### src/rtl/cdb_writeback_arbiter_pkg.sv
// Shared constants and entry layout for the CDB writeback arbiter.
// Lane indices, default sizing and the {rrf_we, tag, data} entry format.
package cdb_writeback_arbiter_pkg;

    localparam int CORE_DATA_LEN = 32;
    localparam int CORE_RRF_SEL  = 6;

    localparam int CDB_NUM_SRC    = 3;
    localparam int CDB_NUM_PORTS  = 2;
    localparam int CDB_FIFO_DEPTH = 4;
    localparam int CDB_SRC_W      = 2;

    localparam logic [CDB_SRC_W-1:0] CDB_SRC_ALU    = 2'd0;
    localparam logic [CDB_SRC_W-1:0] CDB_SRC_BRANCH = 2'd1;
    localparam logic [CDB_SRC_W-1:0] CDB_SRC_MEM    = 2'd2;

    typedef struct packed {
        logic                     rrf_we;
        logic [CORE_RRF_SEL-1:0]  tag;
        logic [CORE_DATA_LEN-1:0] data;
    } cdb_entry_t;

    function automatic int cdb_entry_w(input int data_len, input int rrf_sel);
        return 1 + rrf_sel + data_len;
    endfunction

endpackage

### src/rtl/cdb_writeback_arbiter_src_fifo.sv
// Per-lane result FIFO: push/pop/flush with head, count and full/empty.
// A full FIFO accepts a push only when it pops in the same cycle.
module cdb_src_fifo #(
    parameter int W     = 39,
    parameter int DEPTH = 4
) (
    input  logic                  clk_i,
    input  logic                  reset_i,
    input  logic                  flush_i,
    input  logic                  push_i,
    input  logic                  pop_i,
    input  logic [W-1:0]          data_i,
    output logic [W-1:0]          head_o,
    output logic [$clog2(DEPTH):0] count_o,
    output logic                  full_o,
    output logic                  empty_o
);

    localparam int AW = $clog2(DEPTH);

    logic [W-1:0]  mem_q [DEPTH];
    logic [W-1:0]  mem_d [DEPTH];
    logic [AW-1:0] wr_q, wr_d;
    logic [AW-1:0] rd_q, rd_d;
    logic [AW:0]   cnt_q, cnt_d;
    logic          do_push, do_pop;

    assign empty_o = (cnt_q == '0);
    assign full_o  = (cnt_q == (AW+1)'(DEPTH));
    assign head_o  = mem_q[rd_q];
    assign count_o = cnt_q;

    always_comb begin
        mem_d   = mem_q;
        wr_d    = wr_q;
        rd_d    = rd_q;
        cnt_d   = cnt_q;
        do_pop  = pop_i & ~empty_o;
        do_push = push_i & (~full_o | do_pop);
        if (flush_i) begin
            wr_d  = '0;
            rd_d  = '0;
            cnt_d = '0;
        end else begin
            if (do_push) begin
                mem_d[wr_q] = data_i;
                wr_d        = wr_q + AW'(1);
            end
            if (do_pop) begin
                rd_d = rd_q + AW'(1);
            end
            cnt_d = cnt_q + (AW+1)'(do_push) - (AW+1)'(do_pop);
        end
    end

    always_ff @(posedge clk_i or negedge reset_i) begin
        if (!reset_i) begin
            for (int i = 0; i < DEPTH; i++) begin
                mem_q[i] <= '0;
            end
            wr_q  <= '0;
            rd_q  <= '0;
            cnt_q <= '0;
        end else begin
            mem_q <= mem_d;
            wr_q  <= wr_d;
            rd_q  <= rd_d;
            cnt_q <= cnt_d;
        end
    end

endmodule

### src/rtl/cdb_writeback_arbiter.sv
// Round-robin scheduler of ALU/Branch/Mem results onto registered CDB ports.
// Optional same-cycle FIFO bypass when CDB_BYPASS_EN is defined.
module cdb_writeback_arbiter
    import cdb_writeback_arbiter_pkg::*;
#(
    parameter int NUM_SRC    = CDB_NUM_SRC,
    parameter int NUM_PORTS  = CDB_NUM_PORTS,
    parameter int FIFO_DEPTH = CDB_FIFO_DEPTH,
    parameter int DATA_LEN   = CORE_DATA_LEN,
    parameter int RRF_SEL    = CORE_RRF_SEL
) (
    input  logic                          clk_i,
    input  logic                          reset_i,
    input  logic                          flush_i,
    input  logic [NUM_SRC-1:0]            src_valid_i,
    input  logic [NUM_SRC-1:0]            src_rrf_we_i,
    input  logic [NUM_SRC*RRF_SEL-1:0]    src_tag_i,
    input  logic [NUM_SRC*DATA_LEN-1:0]   src_data_i,
    output logic [NUM_SRC-1:0]            src_stall_o,
    output logic [NUM_PORTS-1:0]          cdb_valid_o,
    output logic [NUM_PORTS-1:0]          cdb_rrf_we_o,
    output logic [NUM_PORTS*RRF_SEL-1:0]  cdb_tag_o,
    output logic [NUM_PORTS*DATA_LEN-1:0] cdb_data_o,
    output logic [NUM_PORTS*2-1:0]        cdb_src_o,
    output logic                          overflow_o
);

    localparam int EW = cdb_entry_w(DATA_LEN, RRF_SEL);
    localparam int CW = $clog2(FIFO_DEPTH) + 1;
    localparam int RW = 3;

    logic [EW-1:0]  in_ent [NUM_SRC];
    logic [EW-1:0]  head   [NUM_SRC];
    logic [EW-1:0]  ent    [NUM_SRC];
    logic [CW-1:0]  count  [NUM_SRC];
    logic [RW-1:0]  pos    [NUM_SRC];
    logic [RW-1:0]  rank   [NUM_SRC];
    logic [RW-1:0]  best;
    logic           any_grant;

    logic [NUM_SRC-1:0] full, empty, avail, grant, push, pop;

    logic [1:0]                    rr_ptr_q, rr_ptr_d;
    logic                          ovf_q, ovf_d;
    logic [NUM_PORTS-1:0]          valid_q, valid_d;
    logic [NUM_PORTS-1:0]          we_q, we_d;
    logic [NUM_PORTS*RRF_SEL-1:0]  tag_q, tag_d;
    logic [NUM_PORTS*DATA_LEN-1:0] data_q, data_d;
    logic [NUM_PORTS*2-1:0]        src_q, src_d;

    for (genvar k = 0; k < NUM_SRC; k++) begin : g_lane
        assign in_ent[k] = {src_rrf_we_i[k],
                            src_tag_i[k*RRF_SEL +: RRF_SEL],
                            src_data_i[k*DATA_LEN +: DATA_LEN]};

        cdb_src_fifo #(
            .W     (EW),
            .DEPTH (FIFO_DEPTH)
        ) u_fifo (
            .clk_i   (clk_i),
            .reset_i (reset_i),
            .flush_i (flush_i),
            .push_i  (push[k]),
            .pop_i   (pop[k]),
            .data_i  (in_ent[k]),
            .head_o  (head[k]),
            .count_o (count[k]),
            .full_o  (full[k]),
            .empty_o (empty[k])
        );

        // One slot held back for the result already in the EX register.
        assign src_stall_o[k] = (count[k] >= CW'(FIFO_DEPTH-1));
    end

    always_comb begin
        for (int k = 0; k < NUM_SRC; k++) begin
`ifdef CDB_BYPASS_EN
            avail[k] = ~empty[k] | (src_valid_i[k] & ~flush_i);
            ent[k]   = empty[k] ? in_ent[k] : head[k];
`else
            avail[k] = ~empty[k];
            ent[k]   = head[k];
`endif
        end
    end

    always_comb begin
        grant     = '0;
        valid_d   = '0;
        we_d      = '0;
        tag_d     = '0;
        data_d    = '0;
        src_d     = '0;
        rr_ptr_d  = rr_ptr_q;
        best      = '0;
        any_grant = 1'b0;
        // Scan order position of each lane relative to rr_ptr.
        for (int k = 0; k < NUM_SRC; k++) begin
            if (RW'(k) >= RW'(rr_ptr_q)) begin
                pos[k] = RW'(k) - RW'(rr_ptr_q);
            end else begin
                pos[k] = RW'(k) + RW'(NUM_SRC) - RW'(rr_ptr_q);
            end
        end
        for (int k = 0; k < NUM_SRC; k++) begin
            rank[k] = '0;
            for (int j = 0; j < NUM_SRC; j++) begin
                if (avail[j] && (pos[j] < pos[k])) begin
                    rank[k] = rank[k] + RW'(1);
                end
            end
            grant[k] = avail[k] && (rank[k] < RW'(NUM_PORTS));
        end
        for (int k = 0; k < NUM_SRC; k++) begin
            if (grant[k] && (!any_grant || (pos[k] > best))) begin
                any_grant = 1'b1;
                best      = pos[k];
                rr_ptr_d  = (k == NUM_SRC-1) ? 2'd0 : 2'(k + 1);
            end
        end
        for (int p = 0; p < NUM_PORTS; p++) begin
            for (int k = 0; k < NUM_SRC; k++) begin
                if (grant[k] && (rank[k] == RW'(p))) begin
                    valid_d[p]                      = 1'b1;
                    we_d[p]                         = ent[k][EW-1];
                    tag_d[p*RRF_SEL +: RRF_SEL]     = ent[k][DATA_LEN +: RRF_SEL];
                    data_d[p*DATA_LEN +: DATA_LEN]  = ent[k][DATA_LEN-1:0];
                    src_d[p*2 +: 2]                 = 2'(k);
                end
            end
        end
        if (flush_i) begin
            grant    = '0;
            valid_d  = '0;
            we_d     = '0;
            tag_d    = '0;
            data_d   = '0;
            src_d    = '0;
            rr_ptr_d = '0;
        end
    end

    always_comb begin
        for (int k = 0; k < NUM_SRC; k++) begin
            pop[k] = grant[k] & ~empty[k];
`ifdef CDB_BYPASS_EN
            push[k] = src_valid_i[k] & ~flush_i & ~(grant[k] & empty[k]);
`else
            push[k] = src_valid_i[k] & ~flush_i;
`endif
        end
        ovf_d = ovf_q | (|(push & full & ~pop));
    end

    always_ff @(posedge clk_i or negedge reset_i) begin
        if (!reset_i) begin
            rr_ptr_q <= '0;
            ovf_q    <= 1'b0;
            valid_q  <= '0;
            we_q     <= '0;
            tag_q    <= '0;
            data_q   <= '0;
            src_q    <= '0;
        end else begin
            rr_ptr_q <= rr_ptr_d;
            ovf_q    <= ovf_d;
            valid_q  <= valid_d;
            we_q     <= we_d;
            tag_q    <= tag_d;
            data_q   <= data_d;
            src_q    <= src_d;
        end
    end

    assign cdb_valid_o  = valid_q;
    assign cdb_rrf_we_o = we_q;
    assign cdb_tag_o    = tag_q;
    assign cdb_data_o   = data_q;
    assign cdb_src_o    = src_q;
    assign overflow_o   = ovf_q;

endmodule
### config.mk
export PLATFORM = sky130hd
export DESIGN_NAME = cdb_writeback_arbiter
export DESIGN_NICKNAME = d
export VERILOG_FILES = /design/src/rtl/cdb_writeback_arbiter_pkg.sv /design/src/rtl/cdb_writeback_arbiter_src_fifo.sv /design/src/rtl/cdb_writeback_arbiter.sv
export SDC_FILE = /design/constraint.sdc
export NUM_CORES = 1
export LEC_CHECK = 0
export CORE_MARGIN = 2
export CORE_UTILIZATION = 35
export CTS_CLUSTER_DIAMETER = 120
export DETAILED_ROUTE_END_ITERATION = 8
export GPL_TIMING_DRIVEN = 1
export HOLD_SLACK_MARGIN = 0.02
export PLACE_DENSITY = 0.61
export SETUP_SLACK_MARGIN = 0.3
export SLEW_MARGIN = 20
export SYNTH_ARGS = -nofsm -noshare
export SYNTH_HDL_FRONTEND = slang
export SYNTH_SLANG_ARGS = --single-unit
### constraint.sdc
create_clock -name clk_i -period 3.7 [get_ports clk_i]
set_clock_uncertainty 0.1 [all_clocks]
set_input_delay 0.37 -clock clk_i [delete_from_list [all_inputs] [get_ports clk_i]]
set_output_delay 0.37 -clock clk_i [all_outputs]
set_load 0.01 [all_outputs]
# Word level (Yosys, flattened, before mapping)
# Cells that the tools add are included.
# W data, S select, Z words.
# word_totals
reg_bits	576
in_bits	123
output_inout_bits	88
wordCells	250
# classes
addsub	24
n_lt_le_gt_ge	29
eq_ne	6
mux	87
bitwise_logic	32
reduce_logical	44
# op_table
op	count
$bwmux W156	3
$mux W39	9
$bmux W39 S2	3
$demux W39 S2	3
$mux W32	6
$mux W64	1
$mux W3	15
$mux W2	20
$mux W6	6
$lt A3 B3 Y1	9
$logic_and A1 B1 Y1	23
$mux W1	19
$add A3 B1 Y3 const B	6
$ge A3 B3 Y1 const B	6
$logic_not A3 Y1	6
$not A2 Y3	6
$add A2 B1 Y2 const B	6
$and A1 B1 Y1	12
$mux W12	1
$reduce_bool A2 Y1	6
$add A3 B1 Y3	3
$eq A3 B1 Y1 const B	3
$eq A3 B3 Y1 const B	3
$ge A3 B2 Y1 const B	3
other kinds (19)	44

# Longest topological paths before layout
# logic_depth
ltp_word	21
depth_mapped	14
depth_no_buf	14

# Hierarchy
# From an unflattened synthesis, not the netlist that was laid out.
# hier_totals
cells_unflattened	1719
area_unflattened_um2	26487.9
# by_module_without_submodules
mod	instances	cells_per_inst	area_each_um2	seq_area_each_um2
cdb_src_fifo at g_lane[0].u_fifo ...	2	424	7309.5	4078.9
cdb_src_fifo at g_lane[2].u_fifo	1	424	7307.0	4078.9
cdb_writeback_arbiter	1	447	4561.9	2177.1

# Worst setup path after synthesis
# No wires, ideal clock.
# synth_timing
path_kind	reg2reg
start	register g_lane[0].u_fifo.cnt_q[2]
end	register g_lane[1].u_fifo.cnt_q[2]
setup_time_ns	0.132
arrival_ns	2.654
required_ns	3.468
path_slack_ns	0.814
path_stages_with_launch	13
path_buffers	0
synth_period_minus_slack_ns	2.886
path_cell_list	dfrtp_1 -> or3_1 -> nand2b_1 -> inv_1 -> ha_1 -> nor3_1 -> ha_1 -> inv_1 -> ha_1 -> inv_1 -> fa_1 -> xor2_1 -> nor2_1
# synth_between
elab_chain_len	18
# synth_rtl
element	line	rtl
start: declaration	cdb_writeback_arbiter_src_fifo.sv:25	logic [AW:0] cnt_q, cnt_d;
start signal: assignment	cdb_writeback_arbiter_src_fifo.sv:68	cnt_q <= cnt_d;
$logic_not A3 Y1 *	cdb_writeback_arbiter_src_fifo.sv:28	assign empty_o = (cnt_q == '0);
$not A1 Y1 *	cdb_writeback_arbiter.sv:82	avail[k] = ~empty[k];
$logic_and A1 B1 Y1 *	cdb_writeback_arbiter.sv:109	if (avail[j] && (pos[j] < pos[k])) begin
$mux W1 *	cdb_writeback_arbiter.sv:109	
$add A3 B1 Y3	cdb_writeback_arbiter.sv:110	rank[k] = rank[k] + RW'(1);
$mux W3 *	cdb_writeback_arbiter.sv:109	
$add A3 B1 Y3	cdb_writeback_arbiter.sv:110	
$mux W3 *	cdb_writeback_arbiter.sv:109	
[... 3 more ...]	-	
$and A1 B1 Y1 *	cdb_writeback_arbiter.sv:146	pop[k] = grant[k] & ~empty[k];
$and A1 B1 Y1 *	cdb_writeback_arbiter_src_fifo.sv:38	do_pop = pop_i & ~empty_o;
$or A1 B1 Y1	cdb_writeback_arbiter_src_fifo.sv:39	do_push = push_i & (~full_o | do_pop);
$and A1 B1 Y1	cdb_writeback_arbiter_src_fifo.sv:39	
$add A3 B1 Y3	cdb_writeback_arbiter_src_fifo.sv:52	cnt_d = cnt_q + (AW+1)'(do_push) - (AW+1)'(do_pop);
$sub A3 B1 Y3 *	cdb_writeback_arbiter_src_fifo.sv:52	
$mux W3 *	cdb_writeback_arbiter_src_fifo.sv:40	if (flush_i) begin
named net g_lane[1].u_fifo.cnt_d[2]	cdb_writeback_arbiter_src_fifo.sv:25	
end signal: assignment	cdb_writeback_arbiter_src_fifo.sv:68	
end: declaration	cdb_writeback_arbiter_src_fifo.sv:25	
# Mark *: on every way through the listed nets, which the timed path passes. The rest lies on a longest branch.
# A chain may end at the register's enable or synchronous reset.

# Final worst setup path
# layout_timing
start	register g_lane[0].u_fifo.cnt_q[1]
end	register data_q[2], in the netlist cdb_data_o[2]
# layout_between
elab_chain_len	15
word_cells_on_any_way	36
classes_between	6 x add/sub; 3 x order compare; 13 x mux; 1 x bitwise; 13 x reduce/logical
# layout_rtl
element	line	rtl
$logic_not A3 Y1 *	cdb_writeback_arbiter_src_fifo.sv:28	
$not A1 Y1 *	cdb_writeback_arbiter.sv:82	
$logic_and A1 B1 Y1	cdb_writeback_arbiter.sv:109	
$mux W1	cdb_writeback_arbiter.sv:109	
$add A3 B1 Y3	cdb_writeback_arbiter.sv:110	
$mux W3	cdb_writeback_arbiter.sv:109	
$add A3 B1 Y3	cdb_writeback_arbiter.sv:110	
$mux W3	cdb_writeback_arbiter.sv:109	
$lt A3 B2 Y1	cdb_writeback_arbiter.sv:113	grant[k] = avail[k] && (rank[k] < RW'(NUM_PORTS));
$logic_and A1 B1 Y1	cdb_writeback_arbiter.sv:113	
$logic_and A1 B1 Y1	cdb_writeback_arbiter.sv:124	if (grant[k] && (rank[k] == RW'(p))) begin
$mux W32 (2 in series)	cdb_writeback_arbiter.sv:124	
$mux W32 *	cdb_writeback_arbiter.sv:124	
$mux W64 *	cdb_writeback_arbiter.sv:133	if (flush_i) begin
named net data_d[2]	cdb_writeback_arbiter.sv:48	logic [NUM_PORTS*DATA_LEN-1:0] data_q, data_d;
end signal: assignment	cdb_writeback_arbiter.sv:171	data_q <= data_d;
end: declaration	cdb_writeback_arbiter.sv:48	
# Marked as above.

==> results.md <==
## Worst setup path
- 4070 ps — required time worst endpoint
- a311oi_1 — slowest cell on the critical path
- flop — Setup crit start kind
- 500 ps — maximum cell stage delay along the critical path
- flop — Worst setup EP type
- 3610 ps — arrival time at the worst endpoint
- simple AND/OR/NAND/NOR gates — kind of cell adding the most delay to the critical path
- or3_1 > nand2b_1 > inv_1 > ha_1 > nor2_4 > and2_2 > buf_12 > nand2_1 > a311oi_1 — series of cell instances along the critical path
- 2 — buffering stage count on the worst path with inverters included
- reg -> reg — kind of critical path
- 30 — largest fanout on the critical path

## Timing
- 0 — Final setup viols
- 0 ps — Fin Setup TNS
- 87.5% — share of the clock period used by the worst path after layout
- 0 — Final Hold Vio Count
- 0 — number of pins with negative max-slew slack in the final report
- 947 ps — actual transition at the worst max-transition pin
- 309 MHz — Max Freq
- 461 ps — post-route worst setup slack
- no — unrepaired setup endpoints after global routing
- 3240 ps — minimum period implied by the final worst setup slack
- 36.9% — relative slew slack

## Logic synthesis
- 1968 — Synth Net Count
- 0 — number of flops mapped to enable cells by yosys
- 26000 µm² — total standard cell area after synthesis
- dfrtp_1 — most common flop cell mapped by yosys
- dfrtp_1 (55%), mux2_2 (19%), mux4_2 (10%), a311oi_1 (2.7%), mux2_1 (1.7%) — leading post-synthesis cells by cell area
- dfrtp_1 (576), mux2_2 (428), mux4_2 (117) — top post-synthesis cells by count
- 0 — number of warnings issued by yosys
- 55.3% — area share of the largest cell type after synthesis
- 14.4 µm² — average instance area after synthesis
- 1807 — cell count after synthesis
- dfrtp_1 — cell with the most instances after synthesis
- dfrtp_1 — cell type with the highest aggregate area in the netlist
- 576 — flop and latch count out of synthesis
- 55.3% — portion of the post-synthesis area used by sequential elements
- 100% — Synth async-reset ratio
- 47 — Yosys cell types

## Global route
- 21 — initial antenna violation count
- 17400 — vias in the first global route
- 0 — leftover overflow at the end of global routing
- 89 — maximum number of pins on one net before global-route repair
- 111000 µm — wire length of the first global-routing pass
- 19.3% — overall global routing resource usage

## Place
- 2924 — number of placed instances, taps included
- 210 — count of port buffers added during placement
- 0.822 — global placement routability congestion
- 50400 µm — post-DP HPWL
- 29600 µm² — cell area after placement
- 414 ps — Worst Setup Slack post-DPL

## Final layout
- 6654 — fillcell total
- 14400 µm² — Sequential Area
- 11000 µm² — multi-input gate area in the final layout
- 31800 µm² — Design Area, Final
- 22.0% — layout overhead on the synthesized area
- 42.9% — final core occ
- 36.5% — ratio of cells with drive above 1 in the final layout
- 2180 — Post-layout nets
- 3042 — Final Non-Filler Cells

## Floorplan
- 74100 µm² — core box area
- 211 — # IOs
- 100 — Row Count
- 277 µm — die boundary height
- 277 µm — die width
- 76600 µm² — die area
- 35.2% — initial standard-cell utilization of the core

## Power
- 819 nW/µm² — Power per Cell Area
- 24.2% — part of the power in the clock network
- 0.0136 µW — Lkg Pwr
- 34.4% — switching part of the total power
- 38.7% — share of total power in sequential cells
- 0.444 mV — worst vdd rail ir drop
- 8960 µW — switching power
- 37.1% — Combinational Power Share
- 17100 µW — internal power

## Route
- 5 — Initial DRT Pass Iterations
- 16300 — count of vias placed by the detailed router
- 0 — detailed-route DRC error count
- 1135 — Starting DRT DRC Count
- 5.37 — vias per cell
- 73400 µm — Detailed Route WL
- 0 — Routed Antenna Nets
- 24.1 µm — Avg WL per Cell

## Clock network
- 2 — Clock H-tree levels
- 61 — clock buffer count from CTS
- 650 ps — clk_lat worst skew
- clkbuf_16 — clock root buffer
- 3 — Clock Path Buffers
- 0 — number of buffers added for setup after CTS
- 576 — clock tree sinks
- built — clock tree from TritonCTS
- 60 ps — Clock Pin Slew Worst Setup and Hold Paths

## Flow run
- 0 — number of max-capacitance violations reported

## Min path
- in -> reg — Hold/Removal Path Class

## Run status
- finished, final reports clean — result of the run

==> kinds of logic after synthesis <==
group	after synthesis	share of synthesized area (%)
AOI/OAI and AO/OA	99	3.29
DFF	576	55.3
and+or+nand+nor	335	5.64
xor gates and xnor gates	12	0.403
buffers and inverters	160	3.00
adders and majority gates	38	1.91
muxes	587	30.4
==> power by group through the flow <==
stage                     registers (µW)  logic, µW  clock network [µW]
after floorplan                     9470       6620                   0
after global placement             10000       9380                   0
after detailed placement           10200       9600                   0
after CTS                          10100       9650                6450
after global routing               10400      10400                6730
final                              10100       9650                6300
==> layer usage <==
| metal | GRT usage, % | wire length, µm |
|---|---|---|
| met2 | 31.6 | 35700 |
| met1 | 25.5 | 30900 |
| met3 | 4.56 | 4890 |
| met4 | 5.77 | 1820 |
| met5 | 0 | 160 |
==> worst paths after layout <==
check	cells past startpoint	start	end	slack, ps
max reg2reg	9	g_lane[0].u_fifo.count_o[1]$_DFF_PN0_	cdb_data_o[2]$_DFF_PN0_	460
max	9	g_lane[0].u_fifo.count_o[1]$_DFF_PN0_	cdb_data_o[2]$_DFF_PN0_	460
min	2	flush_i	g_lane[2].u_fifo.wr_q[0]$_DFFE_PN0P_	150
max in group asynchronous	4	reset_i	g_lane[2].u_fifo.mem_q[133]$_DFFE_PN0P_	2280
min reg2reg	1	g_lane[1].u_fifo.mem_q[67]$_DFFE_PN0P_	g_lane[1].u_fifo.mem_q[67]$_DFFE_PN0P_	390
min in group asynchronous	2	reset_i	g_lane[0].u_fifo.mem_q[16]$_DFFE_PN0P_	240
==> final cells by class <==
cell class / instances / area share, %
flip-flops and latches: 576 / 45.4
inverters: 29 / 0.343
repair buffers: 280 / 9.36
multi-input cells: 1071 / 34.5
clock buffers: 88 / 5.63
diodes: 7 / 0.0551
well taps: 969 / 3.82
clock inverters: 22 / 0.917
==> worst register-to-register path, stage by stage (launching register included) <==
cell and delay, ps:
dfrtp_1 470, or3_1 450, nand2b_1 140, inv_1 50
ha_1 270, nor2_4 310, and2_2 430, buf_12 270
nand2_1 90, a311oi_1 500
==> cell usage in the layout (no fill, tap or decap), types with 3 or more instances in the layout <==
cell type	count
dfrtp_4	3
xor2_1	6
fa_1	3
ha_1	35
dfrtp_1	568
clkinv_2	12
nor2_1	106
inv_1	27
nand2b_1	5
clkbuf_1	11
nand2_4	11
mux2_1	40
dfrtp_2	5
and2_2	4
diode_2	7
nand2_1	96
and3_1	3
nor3_1	7
o21ai_0	6
xnor2_1	6
nand2_2	5
mux2_2	428
buf_4	42
clkbuf_8	16
a311oi_1	78
buf_12	27
nand3_1	78
bufinv_16	5
clkdlybuf4s50_1	208
nor2b_1	5
clkbuf_16	61
mux4_2	117
nand4_1	4
==> flip-flops by register name, indices dropped and copies added (netlist names) <==
signal and flops:
cdb_src_o 4, cdb_data_o 64, g_lane.u_fifo.rd_q 6, overflow_o 1, cdb_rrf_we_o 2, g_lane.u_fifo.count_o 9
rr_ptr_q 2, g_lane.u_fifo.mem_q 468, cdb_valid_o 2, g_lane.u_fifo.wr_q 6, cdb_tag_o 12
==> timing repair <==
action	in CTS	in global routing
hold buffers	1	0
endpoints found under the setup margin	0	125
gates resized for setup	0	7
endpoints found under the hold margin	76	0
==> per-stage QoR <==
| stage | total power, µW | hold slack [ps] |
|---|---|---|
| 6_report | 26000 | 152 |
| 5_1_grt | 27500 | 157 |
| 4_1_cts | 26200 | 99.7 |
| 3_5_place_dp | 19800 | 375 |
| 3_3_place_gp | 19400 | 368 |
| 2_1_floorplan | 16100 | -25.6 |
(Power assumes the default switching activity.)
